**config.mk**
```make
export PLATFORM = sky130hd
export DESIGN_NAME = code_conv_sweep_ctrl
export DESIGN_NICKNAME = d
export VERILOG_FILES = /design/src/rtl/code_conv_pkg.sv /design/src/rtl/settle_timer.sv /design/src/rtl/code_conv_sweep_ctrl.sv
export SDC_FILE = /design/constraint.sdc
export NUM_CORES = 1
export LEC_CHECK = 0
export ABC_AREA = 1
export BUFFER_PORTS_ARGS = -buffer_cell sky130_fd_sc_hd__buf_2
export CAP_MARGIN = 5
export CELL_PAD_IN_SITES_DETAIL_PLACEMENT = 1
export CELL_PAD_IN_SITES_GLOBAL_PLACEMENT = 1
export CORE_ASPECT_RATIO = 1.1
export CORE_MARGIN = 2
export CORE_UTILIZATION = 31
export CTS_CLUSTER_DIAMETER = 100
export DETAILED_ROUTE_END_ITERATION = 8
export PLACE_DENSITY_LB_ADDON = 0.1
export SETUP_SLACK_MARGIN = 0.5
export SYNTH_ARGS = -nofsm -noshare
export SYNTH_HDL_FRONTEND = slang
export SYNTH_SLANG_ARGS = --single-unit
```
**constraint.sdc**
```tcl
create_clock -name clk -period 1.29 [get_ports clk]
set_clock_uncertainty 0.15 [all_clocks]
set_input_delay 0.129 -clock clk [delete_from_list [all_inputs] [get_ports clk]]
set_output_delay 0.129 -clock clk [all_outputs]
set_load 0.01 [all_outputs]
```
**src/rtl/code_conv_pkg.sv**
```systemverilog
// Shared definitions for the code converter sweep controller
// and the benches that exercise the converter.
package code_conv_pkg;

    localparam int CODE_W    = 4;
    localparam int BCD_FIRST = 0;
    localparam int BCD_LAST  = 9;

    typedef enum logic [1:0] {
        IDLE,
        DRIVE,
        PRESENT,
        DONE
    } state_e;

endpackage

```
**src/rtl/settle_timer.sv**
```systemverilog
// Down-counter that times how long each code sits on the converter input.
// load restarts it at SETTLE-1; zero flags the capture cycle.
module settle_timer #(
    parameter int SETTLE = 2
) (
    input  logic clk,
    input  logic rst,
    input  logic load,
    input  logic dec,
    output logic zero
);

    localparam int W = $clog2(SETTLE) + 1;
    localparam logic [W-1:0] RELOAD = W'(SETTLE - 1);

    logic [W-1:0] cnt_q;
    logic [W-1:0] cnt_d;

    always_comb begin
        cnt_d = cnt_q;
        if (load) begin
            cnt_d = RELOAD;
        end else if (dec && (cnt_q != '0)) begin
            cnt_d = cnt_q - 1'b1;
        end
    end

    always_ff @(posedge clk) begin
        if (rst) begin
            cnt_q <= '0;
        end else begin
            cnt_q <= cnt_d;
        end
    end

    assign zero = (cnt_q == '0);

endmodule

```
**src/rtl/code_conv_sweep_ctrl.sv**
```systemverilog
// Steps the converter input through FIRST_CODE..LAST_CODE and hands each
// settled {code, result} pair downstream over a valid/ready handshake.
module code_conv_sweep_ctrl
    import code_conv_pkg::*;
#(
    parameter int FIRST_CODE = BCD_FIRST,
    parameter int LAST_CODE  = BCD_LAST,
    parameter int SETTLE     = 2
) (
    input  logic              clk,
    input  logic              rst,
    input  logic              start,
    input  logic              abort,
    output logic [CODE_W-1:0] conv_in,
    input  logic [CODE_W-1:0] conv_o,
    output logic              res_valid,
    input  logic              res_ready,
    output logic [CODE_W-1:0] res_code,
    output logic [CODE_W-1:0] res_data,
    output logic              busy,
    output logic              done
);

    if ((FIRST_CODE < 0) || (FIRST_CODE > LAST_CODE) ||
        (LAST_CODE > (2 ** CODE_W) - 1) || (SETTLE < 1)) begin : g_bad_params
        $fatal(1, "code_conv_sweep_ctrl: illegal FIRST_CODE/LAST_CODE/SETTLE");
    end

    localparam logic [CODE_W-1:0] FIRST = CODE_W'(FIRST_CODE);
    localparam logic [CODE_W-1:0] LAST  = CODE_W'(LAST_CODE);

    state_e            state_q, state_d;
    logic [CODE_W-1:0] conv_q, conv_d;
    logic [CODE_W-1:0] code_q, code_d;
    logic [CODE_W-1:0] data_q, data_d;
    logic              load;
    logic              dec;
    logic              zero;

    settle_timer #(
        .SETTLE(SETTLE)
    ) u_timer (
        .clk (clk),
        .rst (rst),
        .load(load),
        .dec (dec),
        .zero(zero)
    );

    always_ff @(posedge clk) begin
        if (rst) begin
            state_q <= IDLE;
            conv_q  <= '0;
            code_q  <= '0;
            data_q  <= '0;
        end else begin
            state_q <= state_d;
            conv_q  <= conv_d;
            code_q  <= code_d;
            data_q  <= data_d;
        end
    end

    // abort outranks both start and a pending handshake
    always_comb begin
        state_d = state_q;
        conv_d  = conv_q;
        code_d  = code_q;
        data_d  = data_q;
        load    = 1'b0;
        dec     = 1'b0;
        unique case (state_q)
            IDLE: begin
                if (start && !abort) begin
                    state_d = DRIVE;
                    conv_d  = FIRST;
                    load    = 1'b1;
                end
            end
            DRIVE: begin
                if (abort) begin
                    state_d = IDLE;
                end else if (zero) begin
                    state_d = PRESENT;
                    code_d  = conv_q;
                    data_d  = conv_o;
                end else begin
                    dec = 1'b1;
                end
            end
            PRESENT: begin
                if (abort) begin
                    state_d = IDLE;
                end else if (res_ready) begin
                    if (code_q == LAST) begin
                        state_d = DONE;
                    end else begin
                        state_d = DRIVE;
                        conv_d  = conv_q + 1'b1;
                        load    = 1'b1;
                    end
                end
            end
            DONE: begin
                state_d = IDLE;
            end
            default: begin
                state_d = IDLE;
            end
        endcase
    end

    always_comb begin
        conv_in   = conv_q;
        res_code  = code_q;
        res_data  = data_q;
        res_valid = (state_q == PRESENT);
        busy      = (state_q == DRIVE) || (state_q == PRESENT);
        done      = (state_q == DONE);
    end

endmodule

```
**After elaboration in Yosys (flattened, before gate mapping)**

Cells that the tools add are included.

- Register bits: 16
- Bits in latches: 0
- RAM bits: 0
- Memory bits (read-only): 0
- Bits of input ports: 9
- Output and inout port bits: 15
- Word-level logic and storage cells: 54
- Memories kept: 0

- Add/subtract/negate cells: 2
- $mul: 0
- Divide/modulo/power cells: 0
- $lt $le $gt $ge: 0
- Eq/ne operators: 10
- Shifts and indexed selects: 0
- Mux-type cells: 22
- Bitwise gates (word level): 1
- Reduce and logical (&&, ||, !) cells: 13

Operators with widths:

| cell | count |
|---|---|
| $mux 4 | 4 |
| $mux 2 | 6 |
| $mux 1 | 9 |
| $pmux 2 s4 | 1 |
| $pmux 4 s2 | 1 |
| $ne 2x2->1 const B | 3 |
| $ne 3x2->1 const B | 2 |
| $reduce_and 3->1 | 2 |
| $reduce_bool 2->1 | 3 |
| $reduce_and 5->1 | 1 |
| $add 4x1->4 const B | 1 |
| $eq 2x2->1 const B | 2 |
| $eq 4x4->1 const B | 1 |
| $logic_not 2->1 | 2 |
| $eq 2x1->1 const B | 1 |
| $logic_and 1x1->1 | 2 |
| $ne 2x1->1 const B | 1 |
| $pmux 1 s2 | 1 |
| $reduce_or 2->1 | 1 |
| $sub 2x1->2 const B | 1 |
| $logic_not 1->1 | 1 |
| $logic_or 1x1->1 | 1 |
| $not 1->1 | 1 |

**Longest topological paths before layout**

- Word-level depth: 7
- Gate-level depth with buffers: 10
- Gate-level depth less buffers: 10

**Cells and area by module**

From an unflattened synthesis, not the netlist that was laid out.

- Cell total of the unflattened synthesis: 126
- Area, all modules: 889.6 µm²

Modules (own cells, without submodules):

| module | instances | cells an instance | area an instance (µm²) | seq. area each (µm²) |
|---|---|---|---|---|
| code_conv_sweep_ctrl | 1 | 109 | 772.0 | 280.3 |
| settle_timer | 1 | 17 | 117.6 | 40.0 |

**Worst setup path before layout**

Ideal clock, no wire load.

- Path type: register to register
- Start: reg state_q[0]
- End: reg conv_q[3], in the netlist conv_in[3]
- Library setup time: 116 ps
- Data arrival time: 1178 ps
- Data required time: 1024 ps
- Path slack: -154 ps
- Cell stages (with the launch flop): 10
- Buffers on the path: 0
- Clock period less this slack: 1444 ps
- Cells stage by stage: dfxtp_1 -> inv_1 -> ha_1 -> nand2_2 -> nor2_2 -> nand2_2 -> nand2_4 -> nand2_2 -> nand2_1 -> a21oi_1

- Cells in the longest elaborated chain, start to end: 3
- Elaborated cells between the ends (all ways): 9
- Classes of those cells: eq/ne (5); mux (1); reduce/logical (3)

RTL lines:

| element | RTL line | RTL |
|---|---|---|
| start, declared | code_conv_sweep_ctrl.sv:32 | `state_e state_q, state_d;` |
| start signal, assigned | code_conv_sweep_ctrl.sv:57 | `state_q <= state_d;` |
| $eq 2x2->1 (*) | -- |  |
| via res_valid | code_conv_sweep_ctrl.sv:16 | `output logic res_valid,` |
| $ne 2x2->1 (no line), or another cell as far along | -- |  |
| $reduce_and 5->1 (no line) | -- |  |
| end signal, assigned | code_conv_sweep_ctrl.sv:58 | `conv_q <= conv_d;` |
| end, declared | code_conv_sweep_ctrl.sv:33 | `logic [CODE_W-1:0] conv_q, conv_d;` |

Mark *: on every way through the listed nets, which the timed path passes. The rest lies on a longest branch.
A chain may end at the register's enable or synchronous reset.

**Final worst setup path**

- Start: reg state_q[0]
- End: out busy

- Cells in the longest elaborated chain, start to end: 2
- Elaborated cells between the ends (all ways): 3
- Classes of those cells: eq/ne (2); reduce/logical (1)

RTL lines:

| element | RTL line | RTL |
|---|---|---|
| $eq 2x1->1 or $eq 2x2->1 (tied branches) | code_conv_sweep_ctrl.sv:118 | `busy = (state_q == DRIVE) \|\| (state_q == PRESENT);` |
| $logic_or 1x1->1 (*) | code_conv_sweep_ctrl.sv:118 |  |
| end, declared | code_conv_sweep_ctrl.sv:20 | `output logic busy,` |

Mark *: on every way between the ends. The rest lies on a longest branch, timed or not.

==> out/results.ini <==
[floorplan]
die_h_um = 59.1
die_w_um = 54.1
core_area_um2 = 2570
placementRows = 19
initial_core_util_pct = 33.3
die-area_um2 = 3200
ios = 24

[synthesis]
muxShareOfSynthArea_pct = 0
yosysWarnings = 0
ys_seq_area_share_pct = 37.4
synth-seq-cells = 16
synth-xor-area-share_pct = 1.02
avgSynthCellArea_um2 = 7.25
synthDistinctLibCells = 18
synthAdderAreaFrac_pct = 10.2
synth_cells = 118
syn_nets = 134
syn_area_um2 = 856
synth_compound_area_share_pct = 14.0
synth_top_family_by_area = simple AND/OR/NAND/NOR gates
synthSimpleGateAreaFrac_pct = 27.2

[route]
avgRoutedWirePerCell_um = 15.1
remaining_drc_errors = 0
routed_wl_um = 3020
vias_per_cell = 4.83
ant_nets = 0
vias = 966
drt_iter0_drc = 7
drt_pass1_iterations = 4

[power]
power_density_nw_per_um2 = 965
clkPwrFrac_pct = 19.1
p_sw_share_pct = 35.3
pwr-share-seq_pct = 38.3
pwr-share-comb_pct = 42.6
leakage_nw = 0.670
power_w = 0.00153
internal-power_w = 0.000989
switchingPower_w = 0.000539
peakVddDrop_v = 0.000621

[sta]
worst_slack_ns = -0.163
setup_viol = 18
fin_crit_sh_pct = 113
maxSlewViolCount = 0
finalHoldViolations = 9
max_slew_margin_pct = 68.3
period_needed_ns = 1.45
rsz0062_at_grt = true
clock.fmax_mhz = 688
hold_ws_ns = -0.0814
tightestPinTransition_ns = 0.475

[finish]
drive_above_1_share_pct = 67.5
antennaDiodeCount = 0
finalNetCount = 186
area_growth_pct = 84.9
final_core_util_pct = 61.6

[worst_setup_path]
path_cells = inv_4, buf_6, ha_4, buf_6
critPathLaunchType = flop
worstPathArrival_ns = 1.17
crit_path_end_kind = output pin
max_stage_delay_ns = 0.38
worst-path-buf-inv = 3
r2r_start = state_q[0]
critical-path-top-delay-family = flip-flops
r2r_end = state_q[1]
crit_path_frequent_cell = buf_6
reg2reg_slack_ns = -0.13
path_max_fanout = 3
reg2regPathDepth = 7
worstSetupPathType = reg2out
worst_path_max_delay_cell = dfxtp_4
critPathRequiredTime_ns = 1.01

[clock_network]
cts_root_buffer = clkbuf_4
clkTransAtPathRegs_ns = 0.10
numClockSinks = 16
worstSkewPairLatency_ns = 0.30
cts_tree = yes
htree_levels = 1
cts.path.max_buffers = 2
numCtsBuffers = 3

[run]
drv_cap = 0

[hold_path]
whs_path_depth = 3
hold_path_end = res_data[2]
min-delay-start = conv_o[2]
hold_path_class = in2reg

[place]
dp_hpwl_um = 1860
port_buffers = 23
pre_cts_ws_ns = -0.103
place_congestion = 0.764

[global_routing]
overflow = 0
grt_usage_pct = 20.0
grt_pass1_wl_um = 4450
antenna_found_initial = 0
grt_max_degree = 11
grt_pass1_vias = 967

[run_status]
status = finished with violations
violations = negative hold slack, negative setup slack

[Yosys cell counts (all sizes together)]
library cell | number | area share [%]
a21oi | 15 | 8.8
buf | 1 | 0.88
dfxtp | 16 | 37
ha | 7 | 10
inv | 21 | 9.2
nand2 | 27 | 14
nand3 | 8 | 5.3
nand3b | 1 | 0.88
nand4 | 2 | 1.5
nor2 | 9 | 4.5
nor3 | 1 | 0.58
o21ai | 9 | 5.3
xor2 | 1 | 1.0
[through the flow]
step,instances,cell area (um^2),hold WS [ns],TNS [ns]
after floorplan,118,970,0.0384,-0.0552
after global placement,182,1190,0.245,-0.295
after detailed placement,182,1190,0.260,-0.569
after CTS,194,1490,-0.0620,-1.22
after global routing,200,1580,-0.0531,-2.55
final,200,1580,-0.0814,-1.47
[layer usage]
| metal | share of wire (%) | track usage, % | wire, um | vias to the layer above |
|---|---|---|---|---|
| met5 | 0 | 0 | 0 | - |
| met1 | 40 | 21.7 | 1210 | 465 |
| met4 | 2.8 | 12.1 | 86 | 0 |
| met2 | 55 | 35.7 | 1650 | 18 |
| li1 | - | - | - | 479 |
| met3 | 2.4 | 2.53 | 73 | 4 |
[timing repair]
| action | CTS | global route |
|---|---|---|
| buffers inserted | 7 | 6 |
| gates resized for setup | 50 | 16 |
| endpoints found under the hold margin | 9 | 7 |
| pin swaps | 5 | 9 |
| cloned | 1 | 0 |
| setup endpoints to repair | 31 | 31 |
[worst min-delay path, stage by stage]
cell,delay [ns]
buf_2,0.09
o21ai_2,0.05
a21oi_2,0.08
[how the worst max path moves through the flow]
stage | start | to | slack, ns | cells past startpoint
2_1_floorplan | state_q[0] | conv_in[3] | -0.02 | 9
3_3_place_gp | state_q[0] | conv_in[2] | -0.08 | 9
3_5_place_dp | state_q[0] | conv_in[3] | -0.10 | 9
4_1_cts | state_q[0] | done | -0.11 | 3
5_1_grt | state_q[0] | conv_in[1] | -0.20 | 10
6_report | state_q[0] | busy | -0.16 | 4
[registers in the layout, indices dropped and copies added, names as in the netlist]
name,cells
u_timer.cnt_q,2
res_data,4
res_code,4
state_q,2
conv_in,4
[layout make-up]
cell class / count / area (um^2)
Fill cell: 292 / 985
Multi-Input combinational cell: 81 / 662
Timing Repair Buffer: 47 / 422
Sequential cell: 16 / 350
Inverter: 21 / 83.8
Tap cell: 31 / 38.8
Clock buffer: 3 / 22.5
Clock inverter: 1 / 3.75
[logic make-up (layout without fill, tap and decap cells)]
group,after synthesis,in the layout
simple gates,48,49
compound gates,24,24
buf+inv,22,72
flops,16,16
fa+ha+maj,7,7
xor+xnor,1,1
[placed cells by master, fill, tap and decap left out, types with 5 or more instances in the layout]
cell,count
a21oi_1,5
inv_1,15
buf_2,9
buf_6,21
nor2_1,5
a21oi_2,10
nand2_2,6
nand3_1,5
nand2_1,16
dfxtp_2,12
buf_4,16
o21ai_2,8
nand2_4,5
[power groups by stage]
stage | clock network [W] | registers [W] | logic, W
detailed placement | 0 | 0.000590 | 0.000428
CTS | 0.000292 | 0.000583 | 0.000593
finish | 0.000292 | 0.000585 | 0.000651
global placement | 0 | 0.000584 | 0.000418
global route | 0.000323 | 0.000589 | 0.000712
floorplan | 0 | 0.000604 | 0.000256
Note: power is estimated with default switching activity, not from simulation.
